<file path="src/rtl/serial_paralelo.sv">
// Serial-to-parallel receiver: hunts for the COM symbol, locks byte alignment after
// ALIGN_COUNT aligned COMs, then strobes out every non-COM byte on its boundary.
module serial_paralelo #(
    parameter logic [7:0]  COM         = 8'hBC,
    parameter int unsigned ALIGN_COUNT = 4
) (
    input  logic       clk32f,
    input  logic       reset,
    input  logic       data_in,
    output logic [7:0] data_out,
    output logic       valid_out,
    output logic       active
);

    localparam logic [1:0] SEARCH = 2'd0;
    localparam logic [1:0] ALIGN  = 2'd1;
    localparam logic [1:0] ACTIVE = 2'd2;

    localparam logic [3:0] ALIGN_TARGET = 4'(ALIGN_COUNT);

    function automatic logic is_com(input logic [7:0] b);
        return (b == COM);
    endfunction

    logic [1:0] state_r;
    logic [7:0] sr_r;
    logic [2:0] bit_cnt_r;
    logic [3:0] com_cnt_r;
    logic [7:0] data_out_r;
    logic       valid_r;
    logic       active_r;

    logic [1:0] state_s;
    logic [7:0] byte_s;
    logic       boundary_s;
    logic       com_s;
    logic [2:0] bit_cnt_s;
    logic [3:0] com_cnt_s;
    logic [7:0] data_out_s;
    logic       valid_s;
    logic       active_s;

    // Candidate byte includes the bit being sampled at this edge.
    assign byte_s     = {sr_r[6:0], data_in};
    assign boundary_s = (bit_cnt_r == 3'd7);
    assign com_s      = is_com(byte_s);

    // Next-state logic for alignment FSM and output registers.
    always_comb begin
        state_s    = state_r;
        bit_cnt_s  = bit_cnt_r + 3'd1;
        com_cnt_s  = com_cnt_r;
        data_out_s = data_out_r;
        valid_s    = 1'b0;
        active_s   = active_r;

        case (state_r)
            SEARCH: begin
                // Hunting ignores bit_cnt; a hit restarts the byte phase at zero.
                bit_cnt_s = 3'd0;
                if (com_s) begin
                    com_cnt_s = 4'd1;
                    if (ALIGN_TARGET == 4'd1) begin
                        state_s  = ACTIVE;
                        active_s = 1'b1;
                    end else begin
                        state_s = ALIGN;
                    end
                end else begin
                    com_cnt_s = 4'd0;
                end
            end
            ALIGN: begin
                if (boundary_s) begin
                    if (com_s) begin
                        com_cnt_s = com_cnt_r + 4'd1;
                        if (com_cnt_s == ALIGN_TARGET) begin
                            state_s  = ACTIVE;
                            active_s = 1'b1;
                        end else begin
                            state_s = ALIGN;
                        end
                    end else begin
                        state_s   = SEARCH;
                        com_cnt_s = 4'd0;
                        bit_cnt_s = 3'd0;
                    end
                end else begin
                    state_s = ALIGN;
                end
            end
            ACTIVE: begin
                active_s = 1'b1;
                if (boundary_s && !com_s) begin
                    data_out_s = byte_s;
                    valid_s    = 1'b1;
                end else begin
                    valid_s = 1'b0;
                end
            end
            default: begin
                state_s   = SEARCH;
                bit_cnt_s = 3'd0;
                com_cnt_s = 4'd0;
                active_s  = 1'b0;
            end
        endcase
    end

    // State and output registers with synchronous reset.
    always_ff @(posedge clk32f) begin
        if (reset) begin
            state_r    <= SEARCH;
            sr_r       <= 8'h00;
            bit_cnt_r  <= 3'd0;
            com_cnt_r  <= 4'd0;
            data_out_r <= 8'h00;
            valid_r    <= 1'b0;
            active_r   <= 1'b0;
        end else begin
            state_r    <= state_s;
            sr_r       <= byte_s;
            bit_cnt_r  <= bit_cnt_s;
            com_cnt_r  <= com_cnt_s;
            data_out_r <= data_out_s;
            valid_r    <= valid_s;
            active_r   <= active_s;
        end
    end

    assign data_out  = data_out_r;
    assign valid_out = valid_r;
    assign active    = active_r;

endmodule
</file>
<file path="config.mk">
export PLATFORM = sky130hd
export DESIGN_NAME = serial_paralelo
export DESIGN_NICKNAME = d
export VERILOG_FILES = /design/src/rtl/serial_paralelo.sv
export SDC_FILE = /design/constraint.sdc
export NUM_CORES = 1
export LEC_CHECK = 0
export CORE_MARGIN = 5
export CORE_UTILIZATION = 45
export CTS_BUF_LIST = sky130_fd_sc_hd__clkbuf_2
export CTS_CLUSTER_SIZE = 30
export DETAILED_ROUTE_END_ITERATION = 10
export DONT_BUFFER_PORTS = 1
export PLACE_DENSITY_LB_ADDON = 0.15
export SLEW_MARGIN = 20
export SYNTH_ARGS = -nofsm -noshare
export SYNTH_HDL_FRONTEND = slang
export SYNTH_SLANG_ARGS = --single-unit
</file>
<file path="constraint.sdc">
create_clock -name clk32f -period 1.75 [get_ports clk32f]
set_input_delay 0.0875 -clock clk32f [delete_from_list [all_inputs] [get_ports clk32f]]
set_output_delay 0.0875 -clock clk32f [all_outputs]
set_load 0.02 [all_outputs]
</file>
==> run_results.csv <==
group,metric,value,unit
synth,yosys_warnings,0,
global_routing,grtUsageMet1,0.147,
cts,clock-root-buffer,"clkbuf_2",
synth,synth-seq-cells,26,
hold_path,hold_class,"input port to flop",
die,die-height,60.0,microns
worst_setup_path,cp_max_fo,6,
route,wl_per_cell,13.0,microns
cells_and_area,instances_no_fill,148,
synth,synthArstFlopShare,0,
worst_setup_path,crit_arrival,1880,ps
worst_setup_path,cp.required,2010,ps
route,ant_nets,0,
global_routing,busiest_layer,"met2",
sta,finalSetupViolCount,0,
synth,syn_area,1120,sq um
die,core_region_area,2430,sq um
die,ios,13,
die,dieArea,3600,sq um
global_routing,globalRouteMet2Util,0.216,
sta,worst_pin_slew,832,ps
route,vias,774,
sta,finalClockSkew,10.4,ps
die,initial_core_util,0.462,
pwr,leakagePower,0.485,nW
sta,setup_tns,0,ps
worst_setup_path,startpoint_type,"flop",
global_routing,grt_pass1_vias,783,
placed_design,dp_worst_setup_slack,113,ps
placed_design,dp.cells,142,
worst_setup_path,cpPeakStageDelay,470,ps
cts,h-tree-depth,1,
worst_setup_path,crit_path_end_kind,"flop",
cells_and_area,drive_gt1_frac,0.119,
sta,maxSlewHeadroom,0.444,
sta,finalHoldViolCount,0,
global_routing,grt_pass1_wl,3420,microns
run,maxCapViolations,0,
placed_design,hpwl,1390,microns
cts,numCtsBuffers,3,
route,firstDrtPassIters,4,
synth,synth.avg_cell_area,9.86,sq um
pwr,powerDensity,692,nW/um^2
global_routing,antenna_found_initial,0,
placed_design,place_congestion,0.731,
cells_and_area,areaGrowthSynthToFinish,7.02,%
worst_setup_path,worstSetupPathType,"flop to flop",
route,wl,1920,microns
die,fp-row-count,18,
outcome,status,"complete, no violations",
sta,fmax,616,MHz
sta,final_max_slew_viol_count,0,
synth,synth_nets,124,
route,viasPerCell,5.23,
cts,clkTransAtPathRegs,230,ps
cells_and_area,final_util,0.494,
cts,cts.sinks,26,
worst_setup_path,crit_path_top_delay_cell,"dfxtp_1",
synth,yosysSeqAreaShare,0.463,
global_routing,grt_max_degree,25,
global_routing,grt-ovfl-total,0,
cells_and_area,final_nets,129,
cts,clock_latency,330,ps
pwr,p_total,0.832,mW
die,die_w,60.0,microns
cts,cts.path.max_buffers,2,
synth,dominantRegCellSynth,"dfxtp_1",
cells_and_area,diodes,0,
sta,fin_crit_sh,0.927,
sta,layout_setup_ws,128,ps
synth,synth_edf_count,0,
worst_setup_path,worstPathCellList,"ha_1, nor2b_1, o31a_1, a21oi_1, o41a_2",
route,route.detailed.drc,0,
placed_design,portBuffers,0,
sta,finalCriticalPeriod,1620,ps
sta,rsz0062_at_grt,"no",
route,drtIter0Drc,27,
global_routing,use_met3,0.0281,
synth,synth_cell_types,30,
cts,cts_tree,"yes",
global_routing,grt_util_all_layers,0.124,
synth,synthCells,114,
pwr,ir_drop,0.467,mV
flip-flops by register name (all words and copies together), names as in the netlist:
register   cells
sr_r           7
com_cnt_r      4
state_r        2
active         1
valid_out      1
bit_cnt_r      3
data_out       8
layer usage:
metal / up-vias / part of all wire / routed length [microns]
met1: 369 / 0.46 / 885
met2: 6 / 0.49 / 949
met4: 0 / 0.0099 / 19
met5: - / 0 / 0
li1: 397 / - / -
met3: 2 / 0.035 / 68
final timing paths:
| kind | start | to | slack (ps) | cells after the start |
|---|---|---|---|---|
| setup / recovery | com_cnt_r[0]$_SDFFE_PP0P_ | state_r[0]$_SDFFE_PP0P_ | 130 | 5 |
| hold / removal | data_in | com_cnt_r[2]$_SDFFE_PP0P_ | 300 | 4 |
| setup reg to reg | com_cnt_r[0]$_SDFFE_PP0P_ | state_r[0]$_SDFFE_PP0P_ | 130 | 5 |
| hold reg to reg | bit_cnt_r[0]$_SDFF_PP0_ | bit_cnt_r[0]$_SDFF_PP0_ | 410 | 1 |
placed cells by master, fill, tap and decap left out, types with 3 or more instances in the layout:
cell type,instances
a21o_1,4
a21oi_1,4
clkbuf_2,3
dfxtp_1,24
ha_1,5
inv_1,6
mux2i_1,9
nand2_1,3
nor2_1,17
nor2b_1,9
nor3_1,3
cell type report:
| type | count | area [sq um] |
|---|---|---|
| clock buffer | 3 | 15.0 |
| clock inverter | 1 | 3.75 |
| fill | 225 | 1230 |
| inverter | 6 | 22.5 |
| multi-input combinational | 78 | 566 |
| sequential | 26 | 523 |
| tap | 30 | 37.5 |
| timing repair buffer | 4 | 35.0 |
synth_stat cells, drive strengths merged (2+ instances only):
cell type / instances / share of area
nor2: 17 / 0.057
nand3: 2 / 0.013
a22oi: 2 / 0.013
nand2b: 2 / 0.011
a211oi: 2 / 0.018
and2: 2 / 0.011
a21oi: 4 / 0.018
inv: 6 / 0.020
buf: 2 / 0.020
clkbuf: 2 / 0.0067
nor3: 3 / 0.013
dfxtp: 26 / 0.46
and3: 2 / 0.011
mux2i: 9 / 0.080
nand2: 3 / 0.010
nor2b: 9 / 0.050
a21o: 4 / 0.027
ha: 7 / 0.078
per-stage QoR:
| step | hold WS [ps] | instance area (sq um) |
|---|---|---|
| 3_3_place_gp | 162 | 1150 |
| 4_1_cts | 285 | 1180 |
| 3_5_place_dp | 162 | 1150 |
| 6_report | 305 | 1200 |
| 2_1_floorplan | 159 | 1120 |
| 5_1_grt | 299 | 1200 |
timing repair:
item                       4_1_cts  5_1_grt
hold endpoints to repair        23        0
gates resized for setup          0        5
setup endpoints to repair        0        2
hold buffers                     2        0
buffers inserted                 0        0
cells by family after synthesis:
logic type / Yosys count / synth area share
AND/OR/NAND/NOR: 45 / 0.219
flip-flops: 26 / 0.463
AO/OA/AOI/OAI: 17 / 0.112
buffers and inverters: 10 / 0.0468
multiplexers: 9 / 0.0802
adder cells (fa/ha/maj): 7 / 0.0779
worst max-delay path: cells and delay by family, from the launching register on:
kind | cells | cell delay (ps)
AND/OR/NAND/NOR | 1 | 190
flip-flops | 1 | 470
AO/OA/AOI/OAI | 3 | 630
adder cells (fa/ha/maj) | 1 | 250
where the power goes:
part / switching [mW] / internal [mW]
sequential: 0.00260 / 0.597
combinational: 0.00937 / 0.00655
clock: 0.167 / 0.0497
total: 0.179 / 0.654
(Power assumes the default switching activity.)
